**src/rtl/descrambler_par_if.sv**
```systemverilog
// Bundle of the frame, data and status signals of descrambler_par.
// The DUT connects via the slave modport; the driving side uses master.
interface descrambler_par_if #(
  parameter int WIDTH    = 1,
  parameter int LFSR_LEN = 7,
  parameter int CNT_W    = 16
);
  logic                enable;
  logic                start;
  logic                mode;
  logic                auto_seed;
  logic [LFSR_LEN-1:0] seed_in;
  logic                in_valid;
  logic [WIDTH-1:0]    in_data;
  logic                in_last;
  logic                out_valid;
  logic [WIDTH-1:0]    out_data;
  logic                out_last;
  logic [LFSR_LEN-1:0] state_out;
  logic                locked;
  logic [CNT_W-1:0]    frame_bits;
  logic                service_err;

  modport master (
    output enable, start, mode, auto_seed, seed_in, in_valid, in_data, in_last,
    input  out_valid, out_data, out_last, state_out, locked, frame_bits, service_err
  );

  modport slave (
    input  enable, start, mode, auto_seed, seed_in, in_valid, in_data, in_last,
    output out_valid, out_data, out_last, state_out, locked, frame_bits, service_err
  );
endinterface

```
**src/rtl/descrambler_par.sv**
```systemverilog
// WIDTH-bit-per-clock 802.11 (x^7+x^4+1) scrambler/descrambler with frame control.
// Optional SERVICE-field check is built only when DESCRAMBLER_SERVICE_CHECK_EN is defined.
module descrambler_par #(
  parameter int WIDTH    = 1,
  parameter int LFSR_LEN = 7,
  parameter int TAP_A    = 7,
  parameter int TAP_B    = 4,
  parameter int CNT_W    = 16
) (
  input  logic                clock,
  input  logic                reset,
  descrambler_par_if.slave    bus
);

  localparam int SC_W = $clog2(LFSR_LEN + 1);

  typedef enum logic [1:0] {IDLE, SYNC, RUN} state_t;

  state_t              r_fsm;
  logic [LFSR_LEN-1:0] r_lfsr;
  logic [SC_W-1:0]     r_syncCnt;
  logic [CNT_W-1:0]    r_frameBits;
  logic                r_outValid;
  logic [WIDTH-1:0]    r_outData;
  logic                r_outLast;
  logic                r_locked;

  logic                w_accept;
  state_t              w_fsm;
  logic [LFSR_LEN-1:0] w_lfsr;
  logic [SC_W-1:0]     w_cnt;
  logic [CNT_W-1:0]    w_base;
  logic [CNT_W-1:0]    w_bits;
  logic [CNT_W:0]      w_sum;
  logic [WIDTH-1:0]    w_out;
  logic                w_fb;

`ifdef DESCRAMBLER_SERVICE_CHECK_EN
  localparam int SERVICE_BITS = 16;
  logic r_chkFrame;
  logic r_serviceErr;
  logic w_chk;
  logic w_err;
`endif

  assign w_accept = bus.enable & bus.in_valid & ((r_fsm != IDLE) | bus.start);

  // Apply any start first, then walk the beat bit by bit so a beat may straddle SYNC->RUN.
  always_comb begin
    w_fsm  = r_fsm;
    w_lfsr = r_lfsr;
    w_cnt  = r_syncCnt;
    w_base = r_frameBits;
    w_out  = '0;
    w_fb   = 1'b0;
    w_sum  = '0;
`ifdef DESCRAMBLER_SERVICE_CHECK_EN
    w_chk  = bus.start ? (~bus.mode & bus.auto_seed) : r_chkFrame;
    w_err  = bus.start ? 1'b0 : r_serviceErr;
`endif
    if (bus.start) begin
      w_cnt  = '0;
      w_base = '0;
      if (!bus.mode && bus.auto_seed) begin
        w_fsm  = SYNC;
        w_lfsr = '0;
      end else begin
        w_fsm  = RUN;
        w_lfsr = bus.seed_in;
      end
    end
    w_bits = w_base;
    if (w_accept) begin
      for (int i = 0; i < WIDTH; i++) begin
        if (w_fsm == SYNC) begin
          w_lfsr = {w_lfsr[LFSR_LEN-2:0], bus.in_data[i]};
          w_cnt  = w_cnt + SC_W'(1);
          if (w_cnt == SC_W'(LFSR_LEN)) w_fsm = RUN;
        end else begin
          w_fb     = w_lfsr[TAP_A-1] ^ w_lfsr[TAP_B-1];
          w_out[i] = bus.in_data[i] ^ w_fb;
          w_lfsr   = {w_lfsr[LFSR_LEN-2:0], w_fb};
`ifdef DESCRAMBLER_SERVICE_CHECK_EN
          if (w_chk && w_out[i] && (int'(w_base) + i >= LFSR_LEN) &&
              (int'(w_base) + i < SERVICE_BITS))
            w_err = 1'b1;
`endif
        end
      end
      if (bus.in_last) w_fsm = IDLE;
      w_sum  = {1'b0, w_base} + (CNT_W+1)'(WIDTH);
      w_bits = w_sum[CNT_W] ? '1 : w_sum[CNT_W-1:0];
    end
  end

  always_ff @(posedge clock or negedge reset) begin
    if (!reset) begin
      r_fsm       <= IDLE;
      r_lfsr      <= '0;
      r_syncCnt   <= '0;
      r_frameBits <= '0;
      r_outValid  <= 1'b0;
      r_outData   <= '0;
      r_outLast   <= 1'b0;
      r_locked    <= 1'b0;
    end else if (bus.enable) begin
      r_fsm       <= w_fsm;
      r_lfsr      <= w_lfsr;
      r_syncCnt   <= w_cnt;
      r_frameBits <= w_bits;
      r_outValid  <= w_accept;
      r_outData   <= w_accept ? w_out : '0;
      r_outLast   <= w_accept & bus.in_last;
      r_locked    <= (w_fsm == RUN);
    end
  end

`ifdef DESCRAMBLER_SERVICE_CHECK_EN
  // Sticky until the next start; only auto-seed descramble frames are checked.
  always_ff @(posedge clock or negedge reset) begin
    if (!reset) begin
      r_chkFrame   <= 1'b0;
      r_serviceErr <= 1'b0;
    end else if (bus.enable) begin
      r_chkFrame   <= w_chk;
      r_serviceErr <= w_err;
    end
  end

  assign bus.service_err = r_serviceErr;
`else
  assign bus.service_err = 1'b0;
`endif

  assign bus.out_valid  = r_outValid;
  assign bus.out_data   = r_outData;
  assign bus.out_last   = r_outLast;
  assign bus.state_out  = r_lfsr;
  assign bus.locked     = r_locked;
  assign bus.frame_bits = r_frameBits;

endmodule

```
**src/flat_wrapper.sv**
```systemverilog
// flat-port wrapper written by rule: the top's interface ports become plain ports
module descrambler_par_flat 
#(
  parameter int WIDTH    = 1,
  parameter int LFSR_LEN = 7,
  parameter int TAP_A    = 7,
  parameter int TAP_B    = 4,
  parameter int CNT_W    = 16
)
  (clock, reset, bus_enable, bus_start, bus_mode, bus_auto_seed, bus_seed_in, bus_in_valid, bus_in_data, bus_in_last, bus_out_valid, bus_out_data, bus_out_last, bus_state_out, bus_locked, bus_frame_bits, bus_service_err);
  descrambler_par_if #(.WIDTH(WIDTH), .LFSR_LEN(LFSR_LEN), .CNT_W(CNT_W)) bus_i ();
  input  logic clock;
  input  logic reset;
  input wire logic [$bits(bus_i.enable)-1:0] bus_enable;
  input wire logic [$bits(bus_i.start)-1:0] bus_start;
  input wire logic [$bits(bus_i.mode)-1:0] bus_mode;
  input wire logic [$bits(bus_i.auto_seed)-1:0] bus_auto_seed;
  input wire logic [$bits(bus_i.seed_in)-1:0] bus_seed_in;
  input wire logic [$bits(bus_i.in_valid)-1:0] bus_in_valid;
  input wire logic [$bits(bus_i.in_data)-1:0] bus_in_data;
  input wire logic [$bits(bus_i.in_last)-1:0] bus_in_last;
  output wire logic [$bits(bus_i.out_valid)-1:0] bus_out_valid;
  output wire logic [$bits(bus_i.out_data)-1:0] bus_out_data;
  output wire logic [$bits(bus_i.out_last)-1:0] bus_out_last;
  output wire logic [$bits(bus_i.state_out)-1:0] bus_state_out;
  output wire logic [$bits(bus_i.locked)-1:0] bus_locked;
  output wire logic [$bits(bus_i.frame_bits)-1:0] bus_frame_bits;
  output wire logic [$bits(bus_i.service_err)-1:0] bus_service_err;
  assign bus_i.enable = bus_enable;
  assign bus_i.start = bus_start;
  assign bus_i.mode = bus_mode;
  assign bus_i.auto_seed = bus_auto_seed;
  assign bus_i.seed_in = bus_seed_in;
  assign bus_i.in_valid = bus_in_valid;
  assign bus_i.in_data = bus_in_data;
  assign bus_i.in_last = bus_in_last;
  assign bus_out_valid = bus_i.out_valid;
  assign bus_out_data = bus_i.out_data;
  assign bus_out_last = bus_i.out_last;
  assign bus_state_out = bus_i.state_out;
  assign bus_locked = bus_i.locked;
  assign bus_frame_bits = bus_i.frame_bits;
  assign bus_service_err = bus_i.service_err;
  descrambler_par #(.WIDTH(WIDTH), .LFSR_LEN(LFSR_LEN), .TAP_A(TAP_A), .TAP_B(TAP_B), .CNT_W(CNT_W)) u_core (.clock(clock), .reset(reset), .bus(bus_i));
endmodule
```
**config.mk**
```make
export PLATFORM = sky130hd
export DESIGN_NAME = descrambler_par_flat
export DESIGN_NICKNAME = d
export VERILOG_FILES = /design/src/rtl/descrambler_par_if.sv /design/src/rtl/descrambler_par.sv /design/src/flat_wrapper.sv
export SDC_FILE = /design/constraint.sdc
export NUM_CORES = 1
export LEC_CHECK = 0
export CAP_MARGIN = 40
export CORE_MARGIN = 3
export CORE_UTILIZATION = 50
export CTS_BUF_LIST = sky130_fd_sc_hd__clkbuf_4 sky130_fd_sc_hd__clkbuf_8
export DETAILED_ROUTE_END_ITERATION = 10
export PLACE_DENSITY = 0.8
export SYNTH_ARGS = -nofsm -noshare
export SYNTH_HDL_FRONTEND = slang
export SYNTH_SLANG_ARGS = --single-unit
```
**constraint.sdc**
```tcl
create_clock -name clock -period 6.1 [get_ports clock]
set_input_delay 1.22 -clock clock [delete_from_list [all_inputs] [get_ports clock]]
set_output_delay 1.22 -clock clock [all_outputs]
set_load 0.02 [all_outputs]
```
-- Word-level counts from Yosys, hierarchy flattened
Cells that the tools add are included.
- equal/unequal tests: 3
- reduce and logical (&&, ||, !) cells: 3
- $add $sub $neg: 2
- bitwise operators: 6
- muxes and demuxes: 18
- operator list (cell ; count):
    16-bit two-way mux ; 3
    7-bit two-way mux ; 3
    16-bit by 1-bit adder with 17-bit output, second input constant ; 1
    2-bit two-way mux ; 6
    3-bit two-way mux ; 3
    3-bit by 1-bit adder with 3-bit output, second input constant ; 1
    1-bit AND ; 3
    3-bit equality test, second input constant ; 1
    1-bit two-way mux ; 3
    2-bit by 1-bit equality test with 1-bit output, second input constant ; 1
    2-bit equality test, second input constant ; 1
    2-bit nonzero test ; 1
    1-bit bitwise XOR ; 2
    1-bit logical AND ; 1
    1-bit logical NOT ; 1
    1-bit bitwise OR ; 1
- bits in registers: 32
- logic and storage cells: 40
- output and inout port bits: 28

-- Depth between registers and ports, before layout
- word-level depth: 9
- mapped depth: 9
- mapped depth without buffers: 7

-- Worst setup path after synthesis
OpenSTA, ideal clock, no wires.
- path type: input to register
- from: input bus_start
- to: register u_core.r_frameBits[11] (netlist: u_core.bus.frame_bits[11])
- required time: 6034 ps
- arrival: 2871 ps
- cell stages on the path: 9
- slack: 3163 ps
- cell sequence: buf_2 > clkbuf_1 > nor2b_1 > ha_1 > and3b_1 > nand4_1 > nor3_2 > a21o_1 > a22o_1
- cells in the longest elaborated chain, start to end: 4
- RTL lines (what ; RTL line ; RTL):
    start: declaration ; flat_wrapper.sv:15 ; input wire logic [$bits(bus_i.start)-1:0] bus_start;
    16-bit two-way mux ; descrambler_par.sv:61 ; if (bus.start) begin
    16-bit by 1-bit adder with 17-bit output ; descrambler_par.sv:91 ; w_sum = {1'b0, w_base} + (CNT_W+1)'(WIDTH);
    16-bit two-way mux ; descrambler_par.sv:92 ; w_bits = w_sum[CNT_W] ? '1 : w_sum[CNT_W-1:0];
    16-bit two-way mux (*) ; descrambler_par.sv:73 ; if (w_accept) begin
    end signal: assignment ; descrambler_par.sv:110 ; r_frameBits <= w_bits;
    end: declaration ; descrambler_par.sv:22 ; logic [CNT_W-1:0] r_frameBits;
Every way passes the cells marked *; elsewhere a longest branch is shown, timed or not.
A chain may end at the register's enable or synchronous reset.

-- Worst setup path in the final report
- from: input bus_enable
- to: register u_core.r_frameBits[15] (netlist: u_core.bus.frame_bits[15])
- cells in the longest elaborated chain, start to end: 3
- RTL lines (what ; RTL line ; RTL):
    start: declaration ; flat_wrapper.sv:14 ; input wire logic [$bits(bus_i.enable)-1:0] bus_enable;
    1-bit AND (2 in series) ; descrambler_par.sv:46 ; assign w_accept = bus.enable & bus.in_valid & ((r_fsm != IDLE) | bus.start);
    16-bit two-way mux ; descrambler_par.sv:73 ;
Parallel ways exist; a longest one is shown, timed or not.

==> out/qor.csv <==
stage;metric;value;unit
cells_and_area;antennaDiodeCount;0;
cts;clk_transition_reported_paths;0.07;ns
floorplan;die_w;68.1;um
cts;post_cts_buffers;0;
power;power_switching;0.000168;W
critical_path;cp-end-kind;register;
power;pwr-share-clk;36.5;%
cells_and_area;nFillCells;297;
global_route;first_global_vias;1695;
cts;clock-sinks;32;
logic_synthesis;async_flop_share;100;%
logic_synthesis;synthFlopType;dfrtp_1;
cts;clk_path_buf_depth;2;
cts;clock_latency;0.29;ns
sta;grt_setup_unrepaired;no;
global_route;grt_start_max_net_pins;33;
global_route;antenna_found_initial;0;
power;p_total;0.000608;W
cells_and_area;finalNetCount;271;
logic_synthesis;ys_types;46;
global_route;grt_overflow_total;0;
critical_path;worstPathArrival;4.20;ns
power;ir_drop;280;uV
placement;place_hpwl;3340;um
cts;htreeDepth;2;
power;p_int;0.000440;W
cells_and_area;drive_above_1_share;7.09;%
detailed_routing;drt_first_iter_violations;267;
cts;clock-root-buffer;clkbuf_8;
logic_synthesis;synth_seq_area_share;41.5;%
cells_and_area;final_common_cell;clkdlybuf4s50_1;
power;p_sw_share;27.6;%
sta;max_freq;0.251;GHz
cts;cts_buffers;5;
floorplan;die_h;68.1;um
worst_hold_path;hold_class;reg -> reg;
floorplan;start_util;54.8;%
floorplan;die_area;4640;um^2
sta;fin_tns_setup;0;ns
floorplan;top_level_ports;44;
detailed_routing;drt_pass1_iterations;4;
cells_and_area;area_delta_synth_final;29.5;%
logic_synthesis;syn_area_per_cell;9.01;um^2
detailed_routing;dr_total_vias;1809;
global_route;track_usage;24.2;%
floorplan;coreArea;3520;um^2
logic_synthesis;ys_seq_elements;32;
detailed_routing;drcViolationCount;0;
critical_path;critPathRequiredTime;6.33;ns
sta;hold_viol_final;0;
detailed_routing;wirelength;4980;um
sta;final-setup-viol-count;0;
sta;max_slew_margin;42.6;%
critical_path;setup.worst_path.start_class;primary input;
sta;fin_skew;0.00827;ns
cts;cts-resized-gates;0;
logic_synthesis;synth_nets;232;
job;drv_cap;0;
critical_path;worst-setup-path-type;in -> reg;
cells_and_area;final_cell_mix;clkdlybuf4s50_1 (42), dfrtp_1 (32), o21ai_0 (24);
floorplan;row_count;21;
power;seqPwrFrac;41.1;%
status;status;finished clean;
placement;port_buffers;42;
cts;cts_tree;yes;
logic_synthesis;syn_area;1930;um^2
sta;tightest_slew;0.858;ns
logic_synthesis;synth_warnings;0;
sta;period_needed;3.98;ns
critical_path;worstPathMaxFanout;23;
global_route;grt_pass1_wl;8350;um
logic_synthesis;netlist.area_leader.share;41.5;%
placement;place.gp.congestion;0.810;
sta;finalCritPeriodShare;65.2;%
detailed_routing;ant_nets;0;
detailed_routing;viasPerCell;6.03;
cts;cts_hold_buffers;0;
logic_synthesis;synthCells;214;
logic_synthesis;synthTopCellsByArea;dfrtp_1 (42%), o21ai_0 (6.2%), a21oi_1 (3.1%);
detailed_routing;routedWlPerCell;16.6;um
power;combPwrFrac;22.4;%
sta;drv_slew;0;
logic_synthesis;synth_area_leader_cell;dfrtp_1;
power;p_leak;1.02;nW
power;powerDensity;243;nW/um^2
logic_synthesis;synth_edf_count;0;
registers in the layout, indices dropped and copies added, names as in the netlist:
register,count
u_core.r_syncCnt,3
u_core.bus.state_out,7
u_core.r_fsm,2
u_core.bus.locked,1
u_core.bus.out_data,1
u_core.bus.out_last,1
u_core.bus.frame_bits,16
u_core.bus.out_valid,1
cells in the mapped netlist, types with 2 or more instances:
| cell type | instances |
|---|---|
| dfrtp_1 | 32 |
| o21ai_0 | 24 |
| nand2_1 | 16 |
| nor2_1 | 13 |
| a21oi_1 | 12 |
| nor3_1 | 11 |
| clkbuf_1 | 9 |
| inv_1 | 7 |
| a22oi_1 | 6 |
| mux2i_1 | 6 |
| nand3_1 | 6 |
| o2bb2ai_1 | 6 |
| a22o_1 | 5 |
| mux2_2 | 5 |
| xor2_1 | 5 |
| a21o_1 | 4 |
| nor2b_1 | 4 |
| nor4_1 | 4 |
| nand4_1 | 3 |
| xnor2_1 | 3 |
| a221oi_1 | 2 |
| and3_1 | 2 |
| and3b_1 | 2 |
| and4_1 | 2 |
| ha_1 | 2 |
| o22ai_1 | 2 |
| or4_1 | 2 |
path summary, 6_finish.rpt:
path | startpoint | endpoint | slack [ns] | cells past startpoint
setup / recovery | bus_enable | u_core.bus.frame_bits[15]$_DFFE_PN0P_ | 2.12 | 6
hold / removal | u_core.r_syncCnt[1]$_DFFE_PN0P_ | u_core.r_syncCnt[1]$_DFFE_PN0P_ | 0.50 | 1
max in group asynchronous | reset | u_core.r_fsm[0]$_DFFE_PN0P_ | 4.49 | 2
setup reg to reg | u_core.r_fsm[0]$_DFFE_PN0P_ | u_core.bus.frame_bits[15]$_DFFE_PN0P_ | 3.77 | 5
hold reg to reg | u_core.r_syncCnt[1]$_DFFE_PN0P_ | u_core.r_syncCnt[1]$_DFFE_PN0P_ | 0.50 | 1
min in group asynchronous | reset | u_core.bus.frame_bits[14]$_DFFE_PN0P_ | 1.33 | 2
per-stage QoR:
step / cells / instance area, um^2 / hold WS, ns / setup WS [ns] / utilization [%]
floorplan: 214 / 1930 / 0.464 / 3.16 / -
global placement: 292 / 2370 / 0.477 / 1.96 / 67.3
detailed placement: 292 / 2370 / 0.494 / 1.93 / 67.3
CTS: 300 / 2500 / 0.509 / 2.17 / 70.9
global route: 300 / 2500 / 0.533 / 1.97 / 70.9
finish: 300 / 2500 / 0.501 / 2.12 / 70.9
cell type report:
cell class              instances  area, um^2  share of cell area [%]
multi-input cells             163        1050                    42.1
clock buffers                   7        96.3                    3.86
inverters                       7        26.3                    1.05
well taps                      46        57.6                    2.31
flip-flops and latches         32         801                    32.1
repair buffers                 44         435                    17.4
clock inverters                 1        30.0                    1.20
logic make-up (layout without fill, tap and decap cells):
family / after synthesis / count (layout) / synth area share (%)
adders and majority gates: 2 / 2 / 1.30
xor gates and xnor gates: 8 / 8 / 3.63
and+or+nand+nor: 72 / 72 / 19.7
other: 1 / 1 / 0.194
buffers and inverters: 19 / 59 / 4.02
AOI/OAI and AO/OA: 69 / 69 / 23.6
DFF: 32 / 32 / 41.5
muxes: 11 / 11 / 6.03
worst max-delay path: stages:
cell             delay (ns)
clkdlybuf4s50_1        1.03
o311ai_2               0.46
or4_1                  0.74
or4_1                  0.51
nand2_1                0.08
a221o_1                0.15
per-layer routing:
metal | vias up | wire length [um] | track usage, % | share of wire [%]
met5 | - | 0 | 0 | 0
met4 | 0 | 102 | 9.68 | 2.0
met3 | 11 | 254 | 5.42 | 5.1
met2 | 52 | 2330 | 35.1 | 47
met1 | 865 | 2300 | 34.6 | 46
li1 | 881 | - | - | -
power by group through the flow:
stage	registers [W]	logic (W)	clock network, W
3_5_place_dp	0.000254	0.000135	0
4_1_cts	0.000250	0.000137	0.000225
3_3_place_gp	0.000253	0.000134	0
2_1_floorplan	0.000269	0.0000568	0
5_1_grt	0.000253	0.000149	0.000239
6_report	0.000250	0.000136	0.000222
Power figures use the tool's default switching activity.
